<file path="src/rtl/fp32_pkg.sv">
// FP32 helpers shared by the adder/subtractor datapaths.
package fp32_pkg;
  localparam logic [7:0]  FP32_EXP_MAX = 8'hFF;
  localparam int          FP32_BIAS    = 127;
  localparam logic [31:0] FP32_QNAN    = 32'h7FC0_0000;
  localparam int          FP32_FRAC_W  = 23;
  localparam int          FP32_MANT_W  = 24;
  localparam int          FP32_SUM_W   = 25;

  typedef struct packed {
    logic                   sign;
    logic [7:0]             exp;
    logic [FP32_MANT_W-1:0] mant;
    logic                   is_nan;
    logic                   is_inf;
    logic                   is_zero;
  } fp32_unp_t;

  typedef enum logic [2:0] {
    SPC_NONE, SPC_A, SPC_B, SPC_BN, SPC_QNAN, SPC_ZERO
  } fp32_spc_e;

  // Denormals are carried as exponent 1 with a zero hidden bit.
  function automatic fp32_unp_t fp32_unpack(input logic [31:0] v);
    fp32_unp_t u;
    u.sign    = v[31];
    u.is_nan  = (v[30:23] == FP32_EXP_MAX) && (v[22:0] != '0);
    u.is_inf  = (v[30:23] == FP32_EXP_MAX) && (v[22:0] == '0);
    u.is_zero = (v[30:0] == '0);
    u.exp     = (v[30:23] == 8'd0) ? 8'd1 : v[30:23];
    u.mant    = {v[30:23] != 8'd0, v[22:0]};
    return u;
  endfunction
endpackage

</file>
<file path="src/rtl/fp32_sub_pipe_if.sv">
// Operand/result handshake bundle for the FP32 subtractor.
interface fp32_sub_pipe_if;
  logic        in_valid;
  logic        in_ready;
  logic [31:0] A;
  logic [31:0] B;
  logic        out_valid;
  logic        out_ready;
  logic [31:0] O;

  modport master (output in_valid, A, B, out_ready, input in_ready, out_valid, O);
  modport slave  (input in_valid, A, B, out_ready, output in_ready, out_valid, O);
endinterface

</file>
<file path="src/rtl/fp32_lzc_norm.sv">
// Normalise a 25-bit magnitude: carry -> shift right, else shift left
// until the hidden bit is set, never taking the exponent below 1.
module fp32_lzc_norm
  import fp32_pkg::*;
(
  input  logic [7:0]             e_i,
  input  logic [FP32_SUM_W-1:0]  m_i,
  output logic [8:0]             e_o,
  output logic [FP32_MANT_W-1:0] m_o
);
  logic [4:0] lz;
  logic [8:0] room;
  logic [8:0] shamt;

  // Leading-zero count on the low 24 bits, shift clamped by exponent headroom
  always_comb begin
    lz = 5'd24;
    for (int i = 0; i < FP32_MANT_W; i++)
      if (m_i[i]) lz = 5'(FP32_MANT_W - 1 - i);
    room  = {1'b0, e_i} - 9'd1;
    shamt = ({4'b0, lz} > room) ? room : {4'b0, lz};
    if (m_i[FP32_SUM_W-1]) begin
      e_o = {1'b0, e_i} + 9'd1;
      m_o = m_i[FP32_SUM_W-1:1];
    end else begin
      e_o = {1'b0, e_i} - shamt;
      m_o = m_i[FP32_MANT_W-1:0] << shamt;
    end
  end
endmodule

</file>
<file path="src/rtl/fp32_sub_pipe.sv">
// 3-stage truncating FP32 subtractor O = A - B with a global stall.
module fp32_sub_pipe
  import fp32_pkg::*;
(
  input  logic          CLK,
  input  logic          rst,
  fp32_sub_pipe_if.slave io
);
  localparam int STAGES = 3;

  typedef struct packed {
    logic                   xs;
    logic [7:0]             xe;
    logic [FP32_MANT_W-1:0] xm;
    logic [7:0]             ye;
    logic [FP32_MANT_W-1:0] ym;
    logic                   op_sub;
    fp32_spc_e              spc;
    logic [31:0]            a;
    logic [31:0]            bn;
  } s1_t;

  typedef struct packed {
    logic                   sign;
    logic [7:0]             e;
    logic [FP32_SUM_W-1:0]  sum;
    fp32_spc_e              spc;
    logic [31:0]            a;
    logic [31:0]            bn;
  } s2_t;

  logic [STAGES-1:0] vld_pipe_q, vld_pipe_d;
  s1_t               s1_q, s1_d;
  s2_t               s2_q, s2_d;
  logic [31:0]       o_q, o_d;
  logic              stall;

  fp32_unp_t             ua, ub;
  logic [31:0]           bn;
  logic                  swap;
  logic [7:0]            d;
  logic [FP32_SUM_W-1:0] ym_sh;
  logic [8:0]            norm_e;
  logic [FP32_MANT_W-1:0] norm_m;

  assign stall        = vld_pipe_q[STAGES-1] & ~io.out_ready;
  assign io.in_ready  = ~stall;
  assign io.out_valid = vld_pipe_q[STAGES-1];
  assign io.O         = o_q;
  assign vld_pipe_d   = {vld_pipe_q[STAGES-2:0], io.in_valid};

  // S1: negate B, unpack, put the larger magnitude in X, pick special result
  always_comb begin
    bn   = {~io.B[31], io.B[30:0]};
    ua   = fp32_unpack(io.A);
    ub   = fp32_unpack(bn);
    swap = {ub.exp, ub.mant} > {ua.exp, ua.mant};
    s1_d        = '0;
    s1_d.xs     = swap ? ub.sign : ua.sign;
    s1_d.xe     = swap ? ub.exp  : ua.exp;
    s1_d.xm     = swap ? ub.mant : ua.mant;
    s1_d.ye     = swap ? ua.exp  : ub.exp;
    s1_d.ym     = swap ? ua.mant : ub.mant;
    s1_d.op_sub = ua.sign ^ ub.sign;
    s1_d.a      = io.A;
    s1_d.bn     = bn;
    if (ua.is_nan)                    s1_d.spc = SPC_A;
    else if (ub.is_nan)               s1_d.spc = SPC_B;
    else if (ua.is_inf && ub.is_inf)  s1_d.spc = (ua.sign == ub.sign) ? SPC_A : SPC_QNAN;
    else if (ua.is_inf)               s1_d.spc = SPC_A;
    else if (ub.is_inf)               s1_d.spc = SPC_BN;
    else if (ua.is_zero && ub.is_zero) s1_d.spc = SPC_ZERO;
    else if (ua.is_zero)              s1_d.spc = SPC_BN;
    else if (ub.is_zero)              s1_d.spc = SPC_A;
    else                              s1_d.spc = SPC_NONE;
  end

  // S2: align Y to X (bits shifted out are dropped) and add/subtract
  always_comb begin
    d     = s1_q.xe - s1_q.ye;
    ym_sh = (d >= 8'd25) ? '0 : ({1'b0, s1_q.ym} >> d);
    s2_d      = '0;
    s2_d.sign = s1_q.xs;
    s2_d.e    = s1_q.xe;
    s2_d.sum  = s1_q.op_sub ? ({1'b0, s1_q.xm} - ym_sh) : ({1'b0, s1_q.xm} + ym_sh);
    s2_d.spc  = s1_q.spc;
    s2_d.a    = s1_q.a;
    s2_d.bn   = s1_q.bn;
  end

  fp32_lzc_norm u_norm (
    .e_i (s2_q.e),
    .m_i (s2_q.sum),
    .e_o (norm_e),
    .m_o (norm_m)
  );

  // S3: pack the normalised result, or substitute the special-case word
  always_comb begin
    o_d = '0;
    case (s2_q.spc)
      SPC_A:    o_d = s2_q.a;
      SPC_B:    o_d = {~s2_q.bn[31], s2_q.bn[30:0]};
      SPC_BN:   o_d = s2_q.bn;
      SPC_QNAN: o_d = FP32_QNAN;
      SPC_ZERO: o_d = {s2_q.a[31] & s2_q.bn[31], 31'b0};
      default: begin
        if (s2_q.sum == '0)
          o_d = '0;
        else if (norm_e >= {1'b0, FP32_EXP_MAX})
          o_d = {s2_q.sign, FP32_EXP_MAX, 23'b0};
        else
          o_d = {s2_q.sign, norm_m[FP32_MANT_W-1] ? norm_e[7:0] : 8'd0,
                 norm_m[FP32_FRAC_W-1:0]};
      end
    endcase
  end

  // Valid shift register and result; reset drops everything in flight
  always_ff @(posedge CLK) begin
    if (rst) begin
      vld_pipe_q <= '0;
      o_q        <= '0;
    end else if (!stall) begin
      vld_pipe_q <= vld_pipe_d;
      o_q        <= o_d;
    end
  end

  // Stage data registers; qualified by vld_pipe_q so no reset needed
  always_ff @(posedge CLK) begin
    if (!stall) begin
      s1_q <= s1_d;
      s2_q <= s2_d;
    end
  end
endmodule
</file>
<file path="src/flat_wrapper.sv">
// flat-port wrapper written by rule: the top's interface ports become plain ports
module fp32_sub_pipe_flat import fp32_pkg::*;
  (CLK, rst, io_in_valid, io_A, io_B, io_out_ready, io_in_ready, io_out_valid, io_O);
  fp32_sub_pipe_if io_i ();
  input  logic CLK;
  input  logic rst;
  input wire logic [$bits(io_i.in_valid)-1:0] io_in_valid;
  input wire logic [$bits(io_i.A)-1:0] io_A;
  input wire logic [$bits(io_i.B)-1:0] io_B;
  input wire logic [$bits(io_i.out_ready)-1:0] io_out_ready;
  output wire logic [$bits(io_i.in_ready)-1:0] io_in_ready;
  output wire logic [$bits(io_i.out_valid)-1:0] io_out_valid;
  output wire logic [$bits(io_i.O)-1:0] io_O;
  assign io_i.in_valid = io_in_valid;
  assign io_i.A = io_A;
  assign io_i.B = io_B;
  assign io_i.out_ready = io_out_ready;
  assign io_in_ready = io_i.in_ready;
  assign io_out_valid = io_i.out_valid;
  assign io_O = io_i.O;
  fp32_sub_pipe u_core (.CLK(CLK), .rst(rst), .io(io_i));
endmodule
</file>
<file path="config.mk">
export PLATFORM = sky130hd
export DESIGN_NAME = fp32_sub_pipe_flat
export DESIGN_NICKNAME = d
export VERILOG_FILES = /design/src/rtl/fp32_pkg.sv /design/src/rtl/fp32_sub_pipe_if.sv /design/src/rtl/fp32_lzc_norm.sv /design/src/rtl/fp32_sub_pipe.sv /design/src/flat_wrapper.sv
export SDC_FILE = /design/constraint.sdc
export NUM_CORES = 1
export LEC_CHECK = 0
export ABC_AREA = 1
export BUFFER_PORTS_ARGS = -buffer_cell sky130_fd_sc_hd__buf_2
export CAP_MARGIN = 10
export CORE_MARGIN = 2
export CORE_UTILIZATION = 56
export DETAILED_ROUTE_END_ITERATION = 12
export PLACE_DENSITY = 0.76
export SETUP_SLACK_MARGIN = 0.4
export SKIP_LAST_GASP = 1
export SYNTH_ARGS = -nofsm -noshare
export SYNTH_HDL_FRONTEND = slang
export SYNTH_SLANG_ARGS = --single-unit
</file>
<file path="constraint.sdc">
create_clock -name CLK -period 14.9 [get_ports CLK]
set_input_delay 0 -clock CLK [delete_from_list [all_inputs] [get_ports CLK]]
set_output_delay 0 -clock CLK [all_outputs]
set_load 0.005 [all_outputs]
</file>
# Word-level counts from Yosys, hierarchy flattened
# Index checks and enable logic that the tools add are counted.
word_totals:
  regBits: 269
  input_bits: 68
  output_inout_bits: 34
  wordCells: 111
op_classes:
  add_sub_neg: 6
  magnitude_cmp: 4
  n_eq_ne: 8
  shift: 2
  muxes: 48
  n_bitwise: 7
  reduce_logical: 18
op_table:
  columns: ["cell", "n"]
  rows:
  - ["one-hot mux 32 bit (5 select lines)", 1]
  - ["two-way mux 5 bit", 23]
  - ["two-way mux 24 bit", 3]
  - ["zero test 31 bit", 2]
  - ["two-way mux 25 bit", 2]
  - ["zero test 23 bit", 2]
  - ["nonzero test 23 bit", 2]
  - ["two-way mux 8 bit", 5]
  - ["> comparator 32 bit", 1]
  - ["two-way mux 32 bit", 1]
  - ["two-way mux 31 bit", 1]
  - ["adder 24 x 25 -> 25 bit", 1]
  - ["zero test 25 bit", 1]
  - [">> shifter 24 x 8 -> 25 bit", 1]
  - ["subtractor 24 x 25 -> 25 bit", 1]
  - ["left shift 24 x 9 -> 24 bit", 1]
  - ["two-way mux 3 bit", 6]
  - ["two-way mux 9 bit", 2]
  - ["== test 8 bit (second input constant)", 2]
  - ["zero test 8 bit", 2]
  - ["nonzero test 8 bit", 2]
  - ["adder 8 x 1 -> 9 bit (second input constant)", 1]
  - [">= comparator 9 x 8 -> 1 bit (second input constant)", 1]
  - ["> comparator 5 x 9 -> 1 bit", 1]
  - ["other kinds (16)", 28]

# Depth between registers and ports, before layout
# Gate-level depths: netlist of the first run.
logic_depth:
  depth_word: 32
  ltp_mapped: 57

# By module
# A second synthesis of the first run with hierarchy kept.
hier_totals:
  cells_unflattened: 2016
  area_unflattened_um2: 16799.9
modules_own_cells:
  columns: ["mod", "n_inst", "cells_each", "area_per_inst_um2", "seq_area_each_um2"]
  rows:
  - ["fp32_sub_pipe", 1, 1539, 14415.1, 7727.4]
  - ["fp32_lzc_norm", 1, 477, 2384.8, 0.0]

# Worst setup path before layout of the first run
# Ideal clock, no wire load.
synth_path:
  kind: "register to register"
  from: "register u_core.vld_pipe_q[2]"
  to: "register u_core.o_q[31], in the netlist u_core.io.O[31]"
  setup_ps: 478
  t_arrival_ps: 7523
  slack_ps: 6899
  path_stages_with_launch: 6
  synth_period_minus_slack_ps: 8001
  cell_sequence: "dfxtp_1 inv_1 nor2_1 inv_1 clkbuf_1 a41oi_1"
synth_between:
  elab_chain_cells: 1
synth_lines:
  columns: ["item", "line", "rtl"]
  rows:
  - ["from (decl)", "fp32_sub_pipe.sv:32", "logic [STAGES-1:0] vld_pipe_q, vld_pipe_d;"]
  - ["from (signal assigned)", "fp32_sub_pipe.sv:125", "vld_pipe_q <= vld_pipe_d;"]
  - ["AND 1 bit", "fp32_sub_pipe.sv:46", "assign stall = vld_pipe_q[STAGES-1] & ~io.out_ready;"]
  - ["to (signal assigned)", "fp32_sub_pipe.sv:123", "o_q <= '0;"]
  - ["to (signal assigned)", "fp32_sub_pipe.sv:126", "o_q <= o_d;"]
  - ["to (decl)", "fp32_sub_pipe.sv:35", "logic [31:0] o_q, o_d;"]
# Every way passes these cells.
# A chain may end at the register's enable or synchronous reset.

==> results of run 1 <==
[kinds of logic after synthesis]
logic type	Yosys count	share of synthesized area
and+or+nand+nor	829	0.224
AOI/OAI and AO/OA	385	0.140
buffers and inverters	278	0.0673
DFF	269	0.472
adders and majority gates	82	0.0641
xor gates and xnor gates	57	0.0305
muxes	3	0.00199
[routing by layer]
layer | part of all wire | GRT usage | wire [um]
met1 | 0.41 | 0.448 | 20500
met2 | 0.47 | 0.532 | 23600
met3 | 0.086 | 0.0431 | 4330
met4 | 0.041 | 0.128 | 2070
met5 | 0 | 0 | 0
[registers in the layout, indices dropped and copies added, names as in the netlist]
| signal | count |
|---|---|
| u_core.io.O | 32 |
| u_core.s1_q | 133 |
| u_core.s2_q | 101 |
| u_core.vld_pipe_q | 3 |
[critical path, delay by kind of cell (launching register included)]
kind,cells,cell delay (ns)
and+or+nand+nor,27,3.26
adders and majority gates,4,1.47
xor gates and xnor gates,1,0.17
DFF,1,0.37
buffers and inverters,1,0.04
AOI/OAI and AO/OA,12,1.90
[cell usage after synthesis, types with 19 or more instances]
cell | n | share of area
ha_1 | 79 | 0.060
nand4_1 | 21 | 0.0080
edfxtp_1 | 234 | 0.43
nand2_2 | 26 | 0.0099
a221oi_1 | 22 | 0.012
xor2_1 | 37 | 0.020
o21ai_1 | 24 | 0.0073
nor2_1 | 99 | 0.023
nand2_1 | 476 | 0.11
a21oi_1 | 135 | 0.041
nand3_1 | 146 | 0.045
dfxtp_1 | 35 | 0.043
o21ai_0 | 127 | 0.039
nor4_1 | 19 | 0.0073
inv_1 | 176 | 0.040
clkbuf_1 | 59 | 0.014
xnor2_1 | 20 | 0.011
[layout make-up]
type                            count  area [um^2]
Antenna cell                        3         7.51
Clock buffer                       36          752
Clock inverter                     16          226
Fill cell                        2306        10000
Inverter                          195          739
Multi-Input combinational cell   1356         7560
Sequential cell                   269         7730
Tap cell                          384          480
Timing Repair Buffer              178         1250
[worst paths after layout]
check,from,end,slack [ns],cells after the start
setup / recovery,u_core.s1_q[92]$_DFFE_PN_,u_core.s2_q[91]$_DFFE_PN_,7.42,45
hold / removal,io_out_ready,u_core.vld_pipe_q[1]$_SDFFE_PP0N_,0.05,4
setup reg to reg,u_core.s1_q[92]$_DFFE_PN_,u_core.s2_q[91]$_DFFE_PN_,7.42,45
hold reg to reg,u_core.s1_q[42]$_DFFE_PN_,u_core.s2_q[42]$_DFFE_PN_,0.41,0
[where the power goes]
group | internal, mW | total [mW] | switching [mW]
Combinational | 0.819 | 2.40 | 1.58
Sequential | 1.01 | 1.09 | 0.0801
Clock | 0.445 | 0.747 | 0.301
==> flow_summary.json, run 1 <==
{
  "status": "completed",
  "ys_warn_count": 0,
  "initial_utilization": 0.569,
  "max_freq_mhz": 134,
  "stdcell_count": 2437,
  "final_common_cell": "nand2_1",
  "maxCapViolCount": 0,
  "avgSynthCellArea_um2": 8.60,
  "worstPathArrival_ns": 7.78,
  "synth_area_um2": 16400,
  "crit_slowest_cell": "nor2_4",
  "power_density_nw_per_um2": 226,
  "final_area_um2": 18700,
  "cts-htree-levels": 1,
  "die_w_um": 175,
  "grt_setup_unrepaired": "no",
  "period_minus_slack_ns": 7.48,
  "ir_drop_v": 0.000127,
  "drt_iter0_markers": 1594,
  "worst_ep_required_time_ns": 15.21,
  "ys_ff_latch": 269,
  "worstPathMaxFanout": 26,
  "cts_resized": 0,
  "hold_class": "input pin to flip-flop",
  "pre_cts_ws_ns": 7.56,
  "worst_slack_ns": 7.42,
  "gp_congestion": 0.961,
  "drv_slew": 0,
  "numCtsBuffers": 29,
  "cts_hold_buf": 66,
  "p_leak_nw": 8.33,
  "finalCoreUtilization": 0.651,
  "drcViolationCount": 0,
  "hold_viol_final": 0,
  "final.setup.tns_ns": 0,
  "synthesis.nets": 2053,
  "area_growth_pct": 14.5,
  "ys_async_sr_fraction": 0,
  "ys_seq_area_frac": 0.472,
  "setup.worst_path.class": "flip-flop to flip-flop",
  "die_y_um": 175,
  "grt_pass1_vias": 13600,
  "ys.flop_type": "edfxtp_1",
  "crit_path_start_kind": "flip-flop",
  "clkTransAtPathRegs_ns": 0.06,
  "grt_pass1_wl_mm": 77.1,
  "synth_edf_count": 234,
  "cts_tree": "yes",
  "fin_hold_ws_ns": 0.0521,
  "drive_gt1_frac": 0.121,
  "antenna_found_initial": 3,
  "place_hpwl_mm": 35.9,
  "critPathCaptureType": "flip-flop",
  "num_rows": 62,
  "yosysUniqueCellTypes": 61,
  "post-place-cells": 2316,
  "slew_headroom": 0.287,
  "cpMostUsedCell": "nand2_1",
  "final_nets": 2179,
  "firstDrtPassIters": 7,
  "grt_start_max_net_pins": 114,
  "die_area_um2": 30600,
  "cts_sinks": 269,
  "wl_per_cell_um": 20.7,
  "cts_setup_buffers": 0,
  "place_area_um2": 17100,
  "route.vias.total": 14600,
  "finClkSkew_ns": 0.0282,
  "clk_latency_ns": 0.57,
  "max_stage_delay_ns": 0.65,
  "antenna_left": 0,
  "synthCells": 1903,
  "finalPower_mw": 4.24,
  "period_share": 0.502,
  "core_um2": 28800,
  "final_cell_mix": "nand2_1 (476), edfxtp_1 (234), inv_1 (175)",
  "ios": 102,
  "clockBufferDepth": 3,
  "viasPerCell": 5.97,
  "cts_root_buf": "clkbuf_16",
  "finalSetupViolCount": 0,
  "wl_mm": 50.5,
  "io_buffers": 101,
  "track_usage": 0.327,
  "tightest_slew_ns": 1.07,
  "overflow": 0
}
(Power assumes the default switching activity.)
==> inputs of run 2 (changes only) <==
--- a/config.mk
+++ b/config.mk
@@ -5,7 +5,7 @@
 export SDC_FILE = /design/constraint.sdc
 export NUM_CORES = 1
 export LEC_CHECK = 0
-export ABC_AREA = 1
+export ABC_AREA = 0
 export BUFFER_PORTS_ARGS = -buffer_cell sky130_fd_sc_hd__buf_2
 export CAP_MARGIN = 10
 export CORE_MARGIN = 2
==> constraint.sdc (replaced) <==
create_clock -name CLK -period 7.7 [get_ports CLK]
set_input_delay 0 -clock CLK [delete_from_list [all_inputs] [get_ports CLK]]
set_output_delay 0 -clock CLK [all_outputs]
set_load 0.005 [all_outputs]
==> run 2 against run 1 <==
Effect of this change: worst setup slack got worse by 6.6 ns; non-clock buffer count rose by 23; clock-buffer cell count fell by 4; global-route usage rose by 0.30 points; register-to-register slack got worse by 6.6 ns; critical path type unchanged; total power rose by 75%; clock skew fell by 0.013 ns.
==> flow_summary.json, run 2 <==
{
  "place_hpwl_mm": 37.2,
  "pre_cts_ws_ns": 0.699,
  "clk_latency_ns": 0.57,
  "max_freq_mhz": 146,
  "place_area_um2": 17900,
  "track_usage": 0.330,
  "synth_area_um2": 17000,
  "grt_setup_unrepaired": "no",
  "yosys.area.top_type": "edfxtp_1",
  "avgSynthCellArea_um2": 10.5,
  "cts_tree": "yes",
  "grt_pass1_wl_mm": 79.5,
  "final_common_cell": "edfxtp_1",
  "yosysTopAreaCellShare": 0.414,
  "regMostFlops": "u_core.s1_q",
  "worst_ep_required_time_ns": 8.10,
  "crit_path_start_kind": "flip-flop",
  "io_buffers": 101,
  "overflow": 0,
  "cts-htree-levels": 1,
  "setup.worst_path.class": "flip-flop to flip-flop",
  "ys_async_sr_fraction": 0,
  "maxCapViolCount": 0,
  "drv_slew": 0,
  "viasPerCell": 6.56,
  "synthCells": 1618,
  "hold_viol_final": 0,
  "yosysUniqueCellTypes": 91,
  "finClkSkew_ns": 0.0154,
  "worstPathArrival_ns": 7.23,
  "ys_seq_area_frac": 0.455,
  "synthesis.nets": 1768,
  "num_rows": 63,
  "area_growth_pct": 14.9,
  "period_minus_slack_ns": 6.83,
  "grt_pass1_vias": 13800,
  "p_leak_nw": 7.73,
  "core_um2": 29700,
  "ios": 102,
  "cts_root_buf": "clkbuf_16",
  "die_w_um": 178,
  "die_y_um": 178,
  "antenna_left": 0,
  "firstDrtPassIters": 6,
  "initial_utilization": 0.572,
  "final_cell_mix": "edfxtp_1 (234), nor2_1 (135), nand2_1 (132)",
  "synth.area.top_cells": "edfxtp_1 (41%), ha_1 (5.8%), mux2_2 (4.7%), dfxtp_1 (4.1%), nor2_1 (3.0%)",
  "clkTransAtPathRegs_ns": 0.06,
  "worstPathMaxFanout": 13,
  "numCtsBuffers": 29,
  "ys_warn_count": 0,
  "route.vias.total": 14300,
  "synth_most_common_cell": "edfxtp_1",
  "ys.flop_type": "edfxtp_1",
  "clockBufferDepth": 3,
  "slew_headroom": 0.266,
  "wl_mm": 52.3,
  "worst_slack_ns": 0.873,
  "hold_class": "input pin to flip-flop",
  "final.setup.tns_ns": 0,
  "die_area_um2": 31700,
  "ys_ff_latch": 269,
  "tightest_slew_ns": 1.10,
  "synth_edf_count": 234,
  "final_area_um2": 19500,
  "cts_sinks": 269,
  "grt_start_max_net_pins": 135,
  "ir_drop_v": 0.000194,
  "drive_gt1_frac": 0.172,
  "power_density_nw_per_um2": 379,
  "synthTopCellsByCount": "edfxtp_1 (234), nor2_1 (136), nand2_1 (132)",
  "drcViolationCount": 0,
  "status": "completed",
  "wl_per_cell_um": 24.1,
  "drt_iter0_markers": 1899,
  "antenna_found_initial": 3,
  "period_share": 0.887,
  "finalSetupViolCount": 0,
  "gp_congestion": 0.982,
  "largest_reg_flops": 133,
  "critPathCaptureType": "flip-flop",
  "final_nets": 1913
}
## run 2: worst paths after layout
kind / endpoint / start / cells after the start / slack, ns
min reg2reg: u_core.s2_q[45]$_DFFE_PN_ / u_core.s1_q[45]$_DFFE_PN_ / 0 / 0.41
max reg2reg: u_core.io.O[20]$_SDFFE_PP0N_ / u_core.s2_q[83]$_DFFE_PN_ / 26 / 0.87
max: u_core.io.O[20]$_SDFFE_PP0N_ / u_core.s2_q[83]$_DFFE_PN_ / 26 / 0.87
min: u_core.vld_pipe_q[2]$_SDFFE_PP0N_ / io_out_ready / 5 / 0.03
## run 2: what timing repair did
item | in CTS | in global routing
hold endpoints to repair | 132 | 0
hold buffers | 67 | 0
setup buffers | 0 | 0
gates resized for setup | 0 | 2
setup endpoints to repair | 0 | 18
## run 2: kinds of logic (layout without fill, tap and decap cells)
| family | after synthesis | in the layout | synth area share |
|---|---|---|---|
| xor gates and xnor gates | 42 | 42 | 0.0217 |
| AOI/OAI and AO/OA | 440 | 440 | 0.186 |
| buffers and inverters | 168 | 331 | 0.0390 |
| and+or+nand+nor | 481 | 481 | 0.134 |
| DFF | 269 | 269 | 0.455 |
| muxes | 136 | 136 | 0.103 |
| adders and majority gates | 82 | 82 | 0.0617 |
| other | 0 | 3 | 0 |
## run 2: cell type report
cell class / count / area (um^2)
Multi-Input combinational cell: 1181 / 8620
Clock inverter: 17 / 204
Fill cell: 2241 / 10200
Tap cell: 390 / 488
Inverter: 81 / 312
Timing Repair Buffer: 201 / 1420
Clock buffer: 32 / 737
Sequential cell: 269 / 7730
Antenna cell: 3 / 7.51
## run 2: metrics by stage
step	instances	util	total power, mW	hold slack, ns
2_1_floorplan	1618	-	4.80	0.0989
3_3_place_gp	2055	0.602	5.83	0.217
3_5_place_dp	2055	0.602	5.88	0.228
4_1_cts	2171	0.656	7.31	0.0113
5_1_grt	2171	0.656	7.84	0.0492
6_report	2174	0.657	7.40	0.0341
## run 2: worst max-delay path, stage by stage, from the launching register on
cell and delay (ns):
edfxtp_1 0.48, or4_4 0.60, or3_4 0.37, a31oi_4 0.28, nor2_2 0.18, ha_1 0.35
nor2b_1 0.14, o21bai_1 0.15, a21o_1 0.26, nor2_1 0.13, o21ai_1 0.41, inv_2 0.08
ha_1 0.25, xnor2_1 0.16, nor2_1 0.06, ha_1 0.34, nor2b_1 0.16, o31a_1 0.27
o31a_1 0.26, a21oi_1 0.24, o2111ai_1 0.21, and4_1 0.27, nor2_2 0.46, nor2_1 0.10
buf_4 0.19, o211ai_1 0.17, a211oi_1 0.09
## run 2: routing by layer
metal,share of wire,vias up,track usage
met5,0.00029,-,0
met4,0.040,2,0.132
met3,0.084,143,0.0514
met2,0.47,736,0.540
met1,0.40,6855,0.442
li1,-,6531,-
## run 2: power by group
part	internal (mW)	switching (mW)
Sequential	1.88	0.238
Clock	0.821	0.583
Combinational	1.58	2.30
